**config.mk**
```make
export PLATFORM = sky130hd
export DESIGN_NAME = encrypter_packetizer_flat
export DESIGN_NICKNAME = d
export VERILOG_FILES = /design/src/rtl/encrypter_packetizer_if.sv /design/src/rtl/encrypter_packetizer.sv /design/src/flat_wrapper.sv
export SDC_FILE = /design/constraint.sdc
export NUM_CORES = 1
export LEC_CHECK = 0
export CAP_MARGIN = 20
export CORE_AREA = 2 2 132 147
export DETAILED_ROUTE_END_ITERATION = 8
export DIE_AREA = 0 0 134 149
export PLACE_DENSITY = 0.86
export SETUP_SLACK_MARGIN = 0.05
export SKIP_LAST_GASP = 1
export SYNTH_ARGS = -nofsm -noshare
export SYNTH_HDL_FRONTEND = slang
export SYNTH_SLANG_ARGS = --single-unit
export TNS_END_PERCENT = 100
```
**constraint.sdc**
```tcl
create_clock -name Clk -period 8.5 [get_ports Clk]
set_clock_uncertainty 0.1 [all_clocks]
set_input_delay 2.55 -clock Clk [delete_from_list [all_inputs] [get_ports Clk]]
set_output_delay 2.55 -clock Clk [all_outputs]
set_load 0.05 [all_outputs]
```
**src/rtl/encrypter_packetizer_if.sv**
```systemverilog
// Handshake bundle between the plaintext source, the encrypter and the
// downstream decrypter: input word channel, packet channel and counter.
interface encrypter_packetizer_if;
    logic        in_valid;
    logic        in_ready;
    logic [59:0] plain_in;
    logic        out_valid;
    logic        out_ready;
    logic [77:0] data_encrypted;
    logic [15:0] pkt_count;

    modport master (
        output in_valid,
        output plain_in,
        output out_ready,
        input  in_ready,
        input  out_valid,
        input  data_encrypted,
        input  pkt_count
    );

    modport slave (
        input  in_valid,
        input  plain_in,
        input  out_ready,
        output in_ready,
        output out_valid,
        output data_encrypted,
        output pkt_count
    );
endinterface

```
**src/rtl/encrypter_packetizer.sv**
```systemverilog
// Encrypts 60-bit words with an LFSR-chosen function/key into 78-bit packets.
// Ports: Clk, Rst (sync, active-high), bus (slave: in/out handshakes,
// data_encrypted = {body, key, sel}, pkt_count).
module encrypter_packetizer #(
    parameter logic [17:0] SEED = 18'h00001
) (
    input  logic Clk,
    input  logic Rst,
    encrypter_packetizer_if.slave bus
);

    // An all-zero LFSR would lock up, so fall back to 1.
    localparam logic [17:0] SEED_EFF = (SEED == 18'd0) ? 18'h00001 : SEED;

    typedef enum logic [1:0] {
        IDLE,
        CALC,
        OUT
    } state_t;

    state_t      state;
    logic [17:0] lfsr;
    logic [59:0] plain_q;
    logic [11:0] key_q;
    logic [5:0]  sel_q;
    logic [77:0] pkt_q;
    logic        in_ready_q;
    logic        out_valid_q;
    logic [15:0] cnt_q;
    logic [15:0] cnt_nxt;
    logic [59:0] k60;
    logic [59:0] body;
    logic        deliver;

    assign bus.in_ready       = in_ready_q;
    assign bus.out_valid      = out_valid_q;
    assign bus.data_encrypted = pkt_q;
    assign bus.pkt_count      = cnt_q;

    assign deliver = out_valid_q && bus.out_ready;

    always_comb begin
        k60  = {5{key_q}};
        body = '0;
        unique case (1'b1)
            (sel_q[5:4] == 2'd0): body = plain_q ^ k60;
            (sel_q[5:4] == 2'd1): body = {plain_q[47:0], plain_q[59:48]} ^ k60;
            (sel_q[5:4] == 2'd2): body = {plain_q[29:0], plain_q[59:30]} ^ k60;
            default: begin
                // Per-lane add; the carry out of each 12-bit lane is dropped.
                for (int i = 0; i < 5; i++) begin
                    body[i*12 +: 12] = plain_q[i*12 +: 12] + key_q;
                end
            end
        endcase
    end

    // Next count is recomputed from the current count every cycle.
    always_comb begin
        cnt_nxt = cnt_q;
        if (deliver) begin
            cnt_nxt = cnt_q + 16'd1;
        end
    end

    always_ff @(posedge Clk) begin
        if (Rst) begin
            cnt_q <= '0;
        end else begin
            cnt_q <= cnt_nxt;
        end
    end

    always_ff @(posedge Clk) begin
        if (Rst) begin
            state       <= IDLE;
            lfsr        <= SEED_EFF;
            plain_q     <= '0;
            key_q       <= '0;
            sel_q       <= '0;
            pkt_q       <= '0;
            in_ready_q  <= 1'b0;
            out_valid_q <= 1'b0;
        end else begin
            unique case (state)
                IDLE: begin
                    in_ready_q <= 1'b1;
                    if (in_ready_q && bus.in_valid) begin
                        plain_q    <= bus.plain_in;
                        sel_q      <= lfsr[5:0];
                        key_q      <= lfsr[17:6];
                        lfsr       <= {lfsr[16:0], lfsr[17] ^ lfsr[10]};
                        in_ready_q <= 1'b0;
                        state      <= CALC;
                    end
                end
                CALC: begin
                    pkt_q       <= {body, key_q, sel_q};
                    out_valid_q <= 1'b1;
                    state       <= OUT;
                end
                OUT: begin
                    if (bus.out_ready) begin
                        out_valid_q <= 1'b0;
                        in_ready_q  <= 1'b1;
                        state       <= IDLE;
                    end
                end
                default: begin
                    state <= IDLE;
                end
            endcase
        end
    end

endmodule

```
**src/flat_wrapper.sv**
```systemverilog
// flat-port wrapper written by rule: the top's interface ports become plain ports
module encrypter_packetizer_flat 
#(
    parameter logic [17:0] SEED = 18'h00001
)
  (Clk, Rst, bus_in_valid, bus_plain_in, bus_out_ready, bus_in_ready, bus_out_valid, bus_data_encrypted, bus_pkt_count);
  encrypter_packetizer_if bus_i ();
  input  logic Clk;
  input  logic Rst;
  input wire logic [$bits(bus_i.in_valid)-1:0] bus_in_valid;
  input wire logic [$bits(bus_i.plain_in)-1:0] bus_plain_in;
  input wire logic [$bits(bus_i.out_ready)-1:0] bus_out_ready;
  output wire logic [$bits(bus_i.in_ready)-1:0] bus_in_ready;
  output wire logic [$bits(bus_i.out_valid)-1:0] bus_out_valid;
  output wire logic [$bits(bus_i.data_encrypted)-1:0] bus_data_encrypted;
  output wire logic [$bits(bus_i.pkt_count)-1:0] bus_pkt_count;
  assign bus_i.in_valid = bus_in_valid;
  assign bus_i.plain_in = bus_plain_in;
  assign bus_i.out_ready = bus_out_ready;
  assign bus_in_ready = bus_i.in_ready;
  assign bus_out_valid = bus_i.out_valid;
  assign bus_data_encrypted = bus_i.data_encrypted;
  assign bus_pkt_count = bus_i.pkt_count;
  encrypter_packetizer #(.SEED(SEED)) u_core (.Clk(Clk), .Rst(Rst), .bus(bus_i));
endmodule
```
After elaboration in Yosys (flattened, before gate mapping). Cells that the tools add are included.

Register bits: 194. Bits in latches: 0. Bits in writable memories: 0. Memory bits (read-only): 0. Output and inout port bits: 96. Word-level logic and storage cells: 44. Memories kept: 0.

$add $sub $neg: 6. Multipliers: 0. Divide/modulo/power cells: 0. Order comparisons: 0. Equal/unequal tests: 6. Shift operators: 0. Mux-type cells: 9. Bitwise gates (word level): 4. Reductions and logical operators: 10.

Operators by type and width (number): 60-bit one-hot mux with 3 select lines (1); 60-bit bitwise XOR (3); 12-bit adder (5); 16-bit by 1-bit adder with 16-bit output (second input constant) (1); 2-bit AND reduction (4); 2-bit one-hot mux with 3 select lines (1); 2-bit by 1-bit == test with 1-bit output (second input constant) (2); 2-bit == test (second input constant) (2); 2-bit logical NOT (2); 2-bit 2-to-1 mux (2); 1-bit one-hot mux with 2 select lines (2); 2-bit nonzero test (2); 1-bit 2-to-1 mux (3); 1-bit logical AND (2); 2-bit by 1-bit inequality test with 1-bit output (second input constant) (1); 2-bit inequality test (second input constant) (1); 1-bit bitwise XOR (1).

Logic depth before layout (Yosys ltp).
Depth in word-level cells: 3. Mapped depth: 10.

Worst setup path before layout. Ideal clock, no wire load.

Kind: input -> register. Start point: in bus_in_valid. End point: reg u_core.plain_q[18]. Data arrival time: 3655 ps. Data required time: 8330 ps. Path slack: 4674 ps. Stages on the path: 6. Buffers on the path: 3. Cell sequence: nor4bb_1 -> clkbuf_1 -> buf_2 -> buf_1 -> nand2_1 -> a21oi_1.

Cells in the longest elaborated chain, start to end: 2.

Ends and longest elaborated chain: start, declared (line flat_wrapper.sv:10) `input wire logic [$bits(bus_i.in_valid)-1:0] bus_in_valid;`; 1-bit logical AND (line encrypter_packetizer.sv:88) `if (in_ready_q && bus.in_valid) begin`; 2-bit AND reduction (no source line); end signal, assigned (line encrypter_packetizer.sv:89) `plain_q <= bus.plain_in;`; end, declared (line encrypter_packetizer.sv:23) `logic [59:0] plain_q;`.

Every way passes these cells. A chain may end at the register's enable or synchronous reset.

Final worst setup path.
Start point: reg u_core.out_valid_q (netlist: u_core.bus.out_valid). End point: out bus_out_valid.

RTL lines: start, declared (line encrypter_packetizer.sv:28) `logic out_valid_q;`; start signal, assigned (line encrypter_packetizer.sv:83) `out_valid_q <= 1'b0;`; start signal, assigned (line encrypter_packetizer.sv:99) `out_valid_q <= 1'b1;`; start signal, assigned (line encrypter_packetizer.sv:104) `out_valid_q <= 1'b0;`; end, declared (line flat_wrapper.sv:14) `output wire logic [$bits(bus_i.out_valid)-1:0] bus_out_valid;`.

No word-level cell between the ends.

==> flow_summary.json <==
{
  "syn_avg_cell_area_um2": 7.634,
  "cp.arrival_ns": 1.75,
  "slowest_delay_ns": 0.85,
  "syn_area_um2": 10910,
  "cts_hold_buf": 0,
  "synth_compound_area_share_pct": 27.16,
  "hold_viol": 0,
  "path_clk_slew_ns": 0.07,
  "grt_start_max_net_pins": 121,
  "hold_path.class": "reg2reg",
  "setup_slack_ns": 4.101,
  "cts_tree": "built",
  "die_y_um": 149,
  "postRouteAntennaNets": 0,
  "portBuffers": 159,
  "power_leakage_nw": 4.847,
  "slew_headroom_pct": 31.92,
  "fmax_mhz": 227.3,
  "ys_seq_area_share_pct": 32.48,
  "wirelength_um": 35490,
  "critPathKind": "reg2out",
  "synth.area.mux_share_pct": 0.2753,
  "rsz0062_at_grt": "no",
  "rows": 53,
  "dp_hpwl_um": 24240,
  "cp-start-kind": "register",
  "p_per_area_nw_per_um2": 148.5,
  "drt-initial-drc-count": 1340,
  "num_io_pins": 160,
  "initial_core_util_pct": 58.54,
  "cpLargestDelayFamily": "buffers and inverters",
  "fp.coreArea_um2": 18630,
  "min_period_over_period_pct": 51.75,
  "antenna_found_initial": 0,
  "final_nets": 1639,
  "synth_xor_area_share_pct": 8.831,
  "track_usage_pct": 35.25,
  "layout-drive-gt1-share_pct": 4.659,
  "final_common_cell": "nand2_1",
  "post_cts_resized": 0,
  "grt_overflow": 0,
  "synthToLayoutAreaGrowth_pct": 20.31,
  "wire_per_inst_um": 20.04,
  "dr.pass1.iters": 9,
  "antenna_cells": 0,
  "post_cts_buffers": 0,
  "synth-simple-area-share_pct": 19.02,
  "ys_ff_latch": 177,
  "outcome": "complete, but fails checks",
  "synth-edff-count": 0,
  "synthAdderAreaFrac_pct": 7.684,
  "vias_per_cell": 6.276,
  "final_cell_mix": "nand2_1 (339), dfxtp_1 (177), a21oi_1 (172)",
  "drc_errors": 2,
  "fp.dieW_um": 134,
  "critPathBufInv": 1,
  "synth_nets": 1557,
  "setup_tns_ns": 0,
  "synth_ff_type": "dfxtp_1",
  "dieArea_um2": 19970,
  "worstMarginPinSlew_ns": 1.020,
  "peakVddDrop_mv": 0.1369,
  "drv_slew": 0,
  "vias": 11110,
  "place_congestion": 1.009,
  "yosysWarnings": 0,
  "synth_top_family_by_area": "compound AO/OA/AOI/OAI gates",
  "place_ws_ns": 3.800,
  "violations": "design-rule violations",
  "syn_inst": 1429,
  "cp-end-kind": "primary output",
  "clock_path_buffers": 2,
  "cts.sinks": 177,
  "critPathMaxFanout": 7,
  "grt_pass1_vias": 10220,
  "grt_pass1_wl_um": 54780,
  "worstPathCellList": "clkdlybuf4s50_1",
  "cts_buffers": 17,
  "max_cap_violations": 0,
  "p_total_mw": 1.949,
  "clockRootBuffer": "clkbuf_16",
  "crit_slowest_cell": "clkdlybuf4s50_1",
  "fillers": 1539,
  "required_ns": 5.85,
  "insertion_delay_ns": 0.44,
  "htree_levels": 4,
  "setup_viol": 0,
  "synth.distinct_cells": 69,
  "synthArstFlopShare_pct": 0,
  "period_needed_ns": 4.399
}
## logic make-up after synthesis
kind of cell,count (synthesis)
AO/OA/AOI/OAI,467
multiplexers,3
buffers and inverters,114
XOR/XNOR,110
flip-flops,177
AND/OR/NAND/NOR,494
adder cells (fa/ha/maj),64
## cell type report
type	count	area [um2]	share of cell area [%]
flip-flops and latches	177	3543	27.00
well taps	247	309.0	2.355
multi-input cells	1138	6928	52.78
inverters	8	30.03	0.2288
clock buffers	18	439.2	3.346
repair buffers	169	1684	12.83
clock inverters	14	191.4	1.459
## where the power goes
part	switching, mW	total [mW]	internal, mW
logic	0.123	0.206	0.0833
registers	0.0441	0.895	0.850
clock network	0.367	0.848	0.481
## metrics by stage
step / area, um2 / utilization [%] / std cells / hold slack [ns]
after detailed placement: 12470 / 66.90 / 1738 / 0.3415
after CTS: 13100 / 70.29 / 1770 / 0.3571
after global routing: 13130 / 70.44 / 1771 / 0.3741
final: 13130 / 70.44 / 1771 / 0.3543
after floorplan: 10910 / - / 1429 / 0.3324
after global placement: 12470 / 66.90 / 1738 / 0.3357
## per-layer routing
metal / vias to the layer above / GRT usage [%] / routed length (um)
met5: - / 0 / 0
met3: 155 / 7.102 / 3577
met1: 5164 / 45.69 / 13920
met4: 0 / 21.81 / 2198
li1: 5195 / - / -
met2: 600 / 53.97 / 15800
## Yosys cell counts, types with 5 or more instances
| master | number | area [um2] |
|---|---|---|
| o211ai_1 | 16 | 120.1 |
| clkbuf_8 | 5 | 68.82 |
| inv_1 | 8 | 30.03 |
| o21ai_1 | 60 | 300.3 |
| buf_1 | 21 | 78.83 |
| ha_1 | 59 | 738.2 |
| xnor2_1 | 47 | 411.6 |
| clkbuf_1 | 70 | 262.8 |
| nand4_1 | 5 | 31.28 |
| a21o_1 | 25 | 187.7 |
| o41ai_1 | 6 | 52.55 |
| xor2_1 | 63 | 551.8 |
| nand2_1 | 339 | 1272 |
| nor2_1 | 67 | 251.5 |
| a22oi_1 | 66 | 495.5 |
| nor3_1 | 25 | 125.1 |
| a211oi_1 | 10 | 75.07 |
| dfxtp_1 | 177 | 3543 |
| or3_1 | 7 | 43.79 |
| and3_1 | 6 | 37.54 |
| a21oi_1 | 172 | 860.8 |
| buf_2 | 9 | 45.04 |
| a31oi_1 | 5 | 31.28 |
| nor2b_1 | 9 | 56.30 |
| fa_1 | 5 | 100.1 |
| o21ai_0 | 44 | 220.2 |
| nand3_1 | 12 | 60.06 |
| o31ai_1 | 7 | 52.55 |
| o21a_1 | 9 | 67.56 |
## path summary, 6_finish.rpt
path,depth (start not counted),to,slack (ns),startpoint
max,1,bus_out_valid,4.10,u_core.bus.out_valid$_SDFFE_PP0P_
min,1,u_core.bus.data_encrypted[59]$_SDFFE_PP0P_,0.35,u_core.bus.data_encrypted[59]$_SDFFE_PP0P_
max reg2reg,9,u_core.bus.data_encrypted[76]$_SDFFE_PP0P_,5.35,u_core.lfsr[7]$_SDFFE_PP0P_
min reg2reg,1,u_core.bus.data_encrypted[59]$_SDFFE_PP0P_,0.35,u_core.bus.data_encrypted[59]$_SDFFE_PP0P_
## flip-flops by register name (all words and copies together) (netlist names)
| signal | count |
|---|---|
| u_core.bus.pkt_count | 16 |
| u_core.lfsr | 17 |
| u_core.bus.in_ready | 1 |
| u_core.key_q | 2 |
| u_core.bus.out_valid | 1 |
| u_core.state | 2 |
| u_core.bus.data_encrypted | 78 |
| u_core.plain_q | 60 |
(Power assumes the default switching activity.)
==> edit 1, RTL diff (config.mk and constraints unchanged) <==
The 3 states of `state_t` get a one-hot encoding in 3 bits.
--- a/src/rtl/encrypter_packetizer.sv
+++ b/src/rtl/encrypter_packetizer.sv
@@ -12,10 +12,10 @@
     // An all-zero LFSR would lock up, so fall back to 1.
     localparam logic [17:0] SEED_EFF = (SEED == 18'd0) ? 18'h00001 : SEED;
 
-    typedef enum logic [1:0] {
-        IDLE,
-        CALC,
-        OUT
+    typedef enum logic [2:0] {
+        IDLE = 3'b001,
+        CALC = 3'b010,
+        OUT  = 3'b100
     } state_t;
 
     state_t      state;
Formal check against the unedited RTL: same outputs for any inputs over 4 cycles, from zero or initial values and one cycle with Rst high; so few cycles prove little.
==> edit 1 against the unedited design <==
  * Critical path depth did not move
  * Cell area is 0.71% lower
  * Synthesized area is 0.75% lower
  * Worst hold slack better by 0.0033 ns
  * Count of clock-buffer cells in the layout decreased by 1
  * Setup slack improved by 0.0038 ns
  * Sequential cell count up 1
  * Wire length down 1.5%
  * Power shrank 1.5%
  * Via count shrank 0.66%
  * Register-to-register slack worse by 0.20 ns
  * Critical endpoint unchanged
==> edit 1: results (changes against the unedited design) <==
.. list-table::
   :header-rows: 1

   * - Metric
     - Value
   * - Result of the run
     - completed
   * - Maximum number of pins on one net before global-route repair
     - 121 (unchanged)
   * - Switching power
     - 0.0005169 W (-3.2%)
   * - R2R Path End
     - u_core.bus.data_encrypted[26]$_SDFFE_PP0P_
   * - Met2 WL post-DR
     - 16050 µm (+1.6%)
   * - Sequential share of the synthesized area
     - 0.3291 (+0.004288)
   * - Fraction of met2 tracks used by global routing
     - 0.5523 (+0.01256)
   * - Net count after synthesis
     - 1585 (+1.8%)
   * - Beginning of the worst hold path
     - u_core.bus.data_encrypted[44]$_SDFFE_PP0P_
   * - Fraction of layout cells with a size suffix above 1
     - 0.03537 (-0.01122)
   * - FF-to-FF path depth
     - 6 (-3)
   * - Clock Power Share
     - 0.447 (+0.012)
   * - Routed length on met3
     - 3575 µm (about the same)
   * - Filler Cell Count
     - 1523 (-1.0%)
   * - Hold Path Cell Cnt
     - 2 (+1)
   * - Worst reg2reg startpoint
     - u_core.lfsr[6]$_SDFFE_PP0P_
   * - Leak Pwr
     - 4.787 nW (-1.3%)
   * - Avg Vias per Cell
     - 6.127 (-2.4%)
   * - Top area cells in the synthesized netlist
     - sky130_fd_sc_hd__dfxtp_1, sky130_fd_sc_hd__nand2_1, sky130_fd_sc_hd__a21oi_1
   * - Share of synthesized cell area in full adder, half adder and majority cells
     - 0.07742 (+0.0005772)
   * - Violation count after the first detailed-routing iteration
     - 1083 (-19%)
   * - Layout net count
     - 1670 (+1.9%)
   * - Transition time at the pin with the least slew margin
     - 1.018 ns (-0.001924 ns)
   * - Slack of the worst reg-to-reg path
     - 5.15 ns (-0.20 ns)
   * - Unique cell type count in the Yosys netlist
     - 55 (-20%)
   * - All-layer global routing usage
     - 0.3470 (-0.005500)
   * - Fraction of the mapped netlist area in compound gates
     - 0.2492 (-0.02234)
   * - Commonest cells in the netlist
     - sky130_fd_sc_hd__nand2_1, sky130_fd_sc_hd__a21oi_1, sky130_fd_sc_hd__dfxtp_1, sky130_fd_sc_hd__o21ai_0, sky130_fd_sc_hd__nor2_1
   * - Met1 Routed Length
     - 13360 µm (-4.0%)
   * - Vias in the first global route
     - 10.24k (+0.25%)
   * - Met1 usage
     - 0.4350 (-0.02192)
   * - GRT met3 Usage
     - 0.07305 (+0.002039)
   * - Detailed Place HPWL
     - 24340 µm (+0.40%)
   * - End of the worst hold path
     - u_core.bus.data_encrypted[44]$_SDFFE_PP0P_
   * - Final hold slack
     - 0.3577 ns (+0.003334 ns)
   * - Xor/xnor cell area share of the yosys netlist
     - 0.09383 (+0.005517)
   * - Wire length of the first global-routing pass
     - 54290 µm (-0.89%)
   * - Combinational share of power
     - 0.087 (-0.019)
   * - Detailed Routing Iterations Pass 1
     - 6 (-3)
[edit 1: cell types whose count changed after synthesis, moves of 7 or more]
cell | unedited run | this run
sky130_fd_sc_hd__a21oi_1 | 172 | 189
sky130_fd_sc_hd__nand2_1 | 339 | 363
sky130_fd_sc_hd__buf_2 | 9 | 36
sky130_fd_sc_hd__inv_1 | 8 | 15
sky130_fd_sc_hd__o21ai_0 | 44 | 114
sky130_fd_sc_hd__clkbuf_1 | 70 | 48
sky130_fd_sc_hd__nor2b_1 | 9 | 2
sky130_fd_sc_hd__o21ai_1 | 60 | 3
[edit 1: cells by family after synthesis]
group | Yosys count
compound gates | 458
xor+xnor | 116
fa+ha+maj | 64
buf+inv | 120
flops | 178
mux | 5
simple gates | 516
[edit 1: final cells by class]
| class | count | area share |
|---|---|---|
| Clock buffer | 17 | 0.03264 |
| Clock inverter | 15 | 0.01671 |
| Inverter | 15 | 0.004320 |
| Multi-Input combinational cell | 1159 | 0.5188 |
| Sequential cell | 178 | 0.2734 |
| Tap cell | 247 | 0.02371 |
| Timing Repair Buffer | 171 | 0.1304 |
[edit 1: stage by stage]
| stage | setup slack (ns) | instance area, µm² | std cells | utilization | power, W |
|---|---|---|---|---|---|
| 6_report | 4.105 | 13030 | 1802 | 0.6994 | 0.001919 |
| 5_1_grt | 4.049 | 13030 | 1802 | 0.6994 | 0.001969 |
| 4_1_cts | 4.105 | 13010 | 1801 | 0.6979 | 0.001913 |
| 3_5_place_dp | 3.821 | 12360 | 1769 | 0.6634 | 0.001070 |
| 3_3_place_gp | 3.870 | 12360 | 1769 | 0.6634 | 0.001067 |
| 2_1_floorplan | 4.833 | 10830 | 1457 | - | 0.0009971 |
==> edit 2, RTL diff (config.mk and constraints unchanged) <==
Made on the original files. Make the reset (`Rst`) asynchronous in 2 clocked blocks.
--- a/src/rtl/encrypter_packetizer.sv
+++ b/src/rtl/encrypter_packetizer.sv
@@ -63,7 +63,7 @@
         end
     end
 
-    always_ff @(posedge Clk) begin
+    always_ff @(posedge Clk or posedge Rst) begin
         if (Rst) begin
             cnt_q <= '0;
         end else begin
@@ -71,7 +71,7 @@
         end
     end
 
-    always_ff @(posedge Clk) begin
+    always_ff @(posedge Clk or posedge Rst) begin
         if (Rst) begin
             state       <= IDLE;
             lfsr        <= SEED_EFF;
Formal check against the unedited RTL: differs if Rst is asserted again (counterexample within 4 cycles, from zero or initial values and one cycle with Rst high); with Rst held inactive, the same outputs for 4 cycles.
==> edit 2 against the unedited design <==
  * Core utilization is 2.3 points higher
  * Synthesized area is 2.8% higher
  * Global-route usage is 0.58 points lower
  * Wire length is 4.4% lower
  * Register-to-register slack worse by 0.10 ns
  * Setup slack worse by 0.0040 ns
  * Sequential cell count stayed put
  * Cell area is 3.3% higher
  * Maximum frequency hardly changed
  * Highest routed layer is now met5
Power is left out: the tool's default activity adds up to more than one toggle a clock period on the data nets, which glitch-free logic cannot reach.
==> edit 2: results (changes against the unedited design) <==
.. list-table::
   :header-rows: 1

   * - Metric
     - Value
   * - Xor/xnor cell area share of the yosys netlist
     - 0.08123 (-0.007081)
   * - All-layer global routing usage
     - 0.3467 (-0.005789)
   * - Result of the run
     - completed
   * - Final routed DRC violation total
     - 0 (-2)
   * - Setup crit start
     - u_core.bus.pkt_count[3]$_DFFE_PP0P_
   * - CP Max Fanout
     - 5 (-2)
   * - Cell family contributing the most delay on the critical path
     - buffers and inverters
   * - Number of antenna violations at the first check in global routing
     - 1 (+1)
   * - Fraction of the mapped netlist area in compound gates
     - 0.2005 (-0.07108)
   * - Top area cells in the synthesized netlist
     - sky130_fd_sc_hd__dfrtp_1, sky130_fd_sc_hd__mux2_2, sky130_fd_sc_hd__ha_1
   * - Commonest cells in the netlist
     - sky130_fd_sc_hd__nand2_1, sky130_fd_sc_hd__dfrtp_1, sky130_fd_sc_hd__o21ai_0, sky130_fd_sc_hd__a21oi_1, sky130_fd_sc_hd__mux2_2
   * - Worst min path class
     - reg -> reg
   * - Net count after synthesis
     - 1368 (-12%)
   * - Detailed Place HPWL
     - 23970 µm (-1.1%)
   * - Worst reg2reg startpoint
     - u_core.lfsr[6]$_DFFE_PP0P_
   * - Sequential share of the synthesized area
     - 0.3951 (+0.07030)
   * - Beginning of the worst hold path
     - u_core.bus.pkt_count[15]$_DFFE_PP0P_
   * - Wire length of the first global-routing pass
     - 53100 µm (-3.1%)
   * - Avg Vias per Cell
     - 6.340 (+1.0%)
   * - Detailed Routing Iterations Pass 1
     - 6 (-3)
   * - GPL Wtd Cong
     - 1.006 (-0.25%)
   * - Prevailing post-synth register cell
     - sky130_fd_sc_hd__dfrtp_1
   * - Routed WL
     - 33920 µm (-4.4%)
   * - Share of synthesized cell area in full adder, half adder and majority cells
     - 0.07476 (-0.002084)
   * - Post-synthesis mux area share
     - 0.08157 (+0.07881)
   * - Fraction of layout cells with a size suffix above 1
     - 0.09457 (+0.04799)
   * - Vias in the first global route
     - 9587 (-6.2%)
   * - Tightest slew margin relative to the limit
     - 0.3147 (-0.004477)
==> edit 2: final timing paths <==
path	slack [ns]	depth (start not counted)	end
worst max-delay path	4.10	1	bus_pkt_count[3]
worst min register to register	0.37	1	u_core.bus.pkt_count[15]$_DFFE_PP0P_
max in group asynchronous	4.28	3	u_core.key_q[10]$_DFFE_PP0P_
min in group asynchronous	2.58	2	u_core.bus.pkt_count[5]$_DFFE_PP0P_
worst min-delay path	0.37	1	u_core.bus.pkt_count[15]$_DFFE_PP0P_
worst max register to register	5.25	6	u_core.bus.data_encrypted[64]$_DFFE_PP0P_
==> edit 2: cells by family after synthesis <==
group / count (synthesis)
buf+inv: 98
mux: 82
simple gates: 344
xor+xnor: 104
compound gates: 371
fa+ha+maj: 64
flops: 177
==> edit 2: area by class of cell <==
cell class | count | share of cell area
multi-input cells | 965 | 0.4741
flip-flops and latches | 177 | 0.3269
repair buffers | 169 | 0.1248
clock buffers | 19 | 0.03268
well taps | 247 | 0.02280
clock inverters | 13 | 0.01246
inverters | 21 | 0.006186
==> edit 2: metal layers <==
metal	routed length [µm]	part of all wire	global-route usage
met5	9	0.00027	0
met4	1969	0.058	0.1793
met3	3795	0.11	0.1030
met2	15200	0.45	0.5326
met1	12940	0.38	0.4461
==> edit 2: through the flow <==
stage	hold WS, ns	cell area (µm²)	instances	worst slack (ns)	utilization
after floorplan	0.3513	11210	1240	1.050	-
after global placement	0.3564	12890	1576	3.735	0.6919
after detailed placement	0.3631	12890	1576	3.713	0.6919
after CTS	0.3759	13500	1608	4.092	0.7247
after global routing	0.3980	13550	1611	3.890	0.7273
final	0.3737	13550	1611	4.097	0.7273
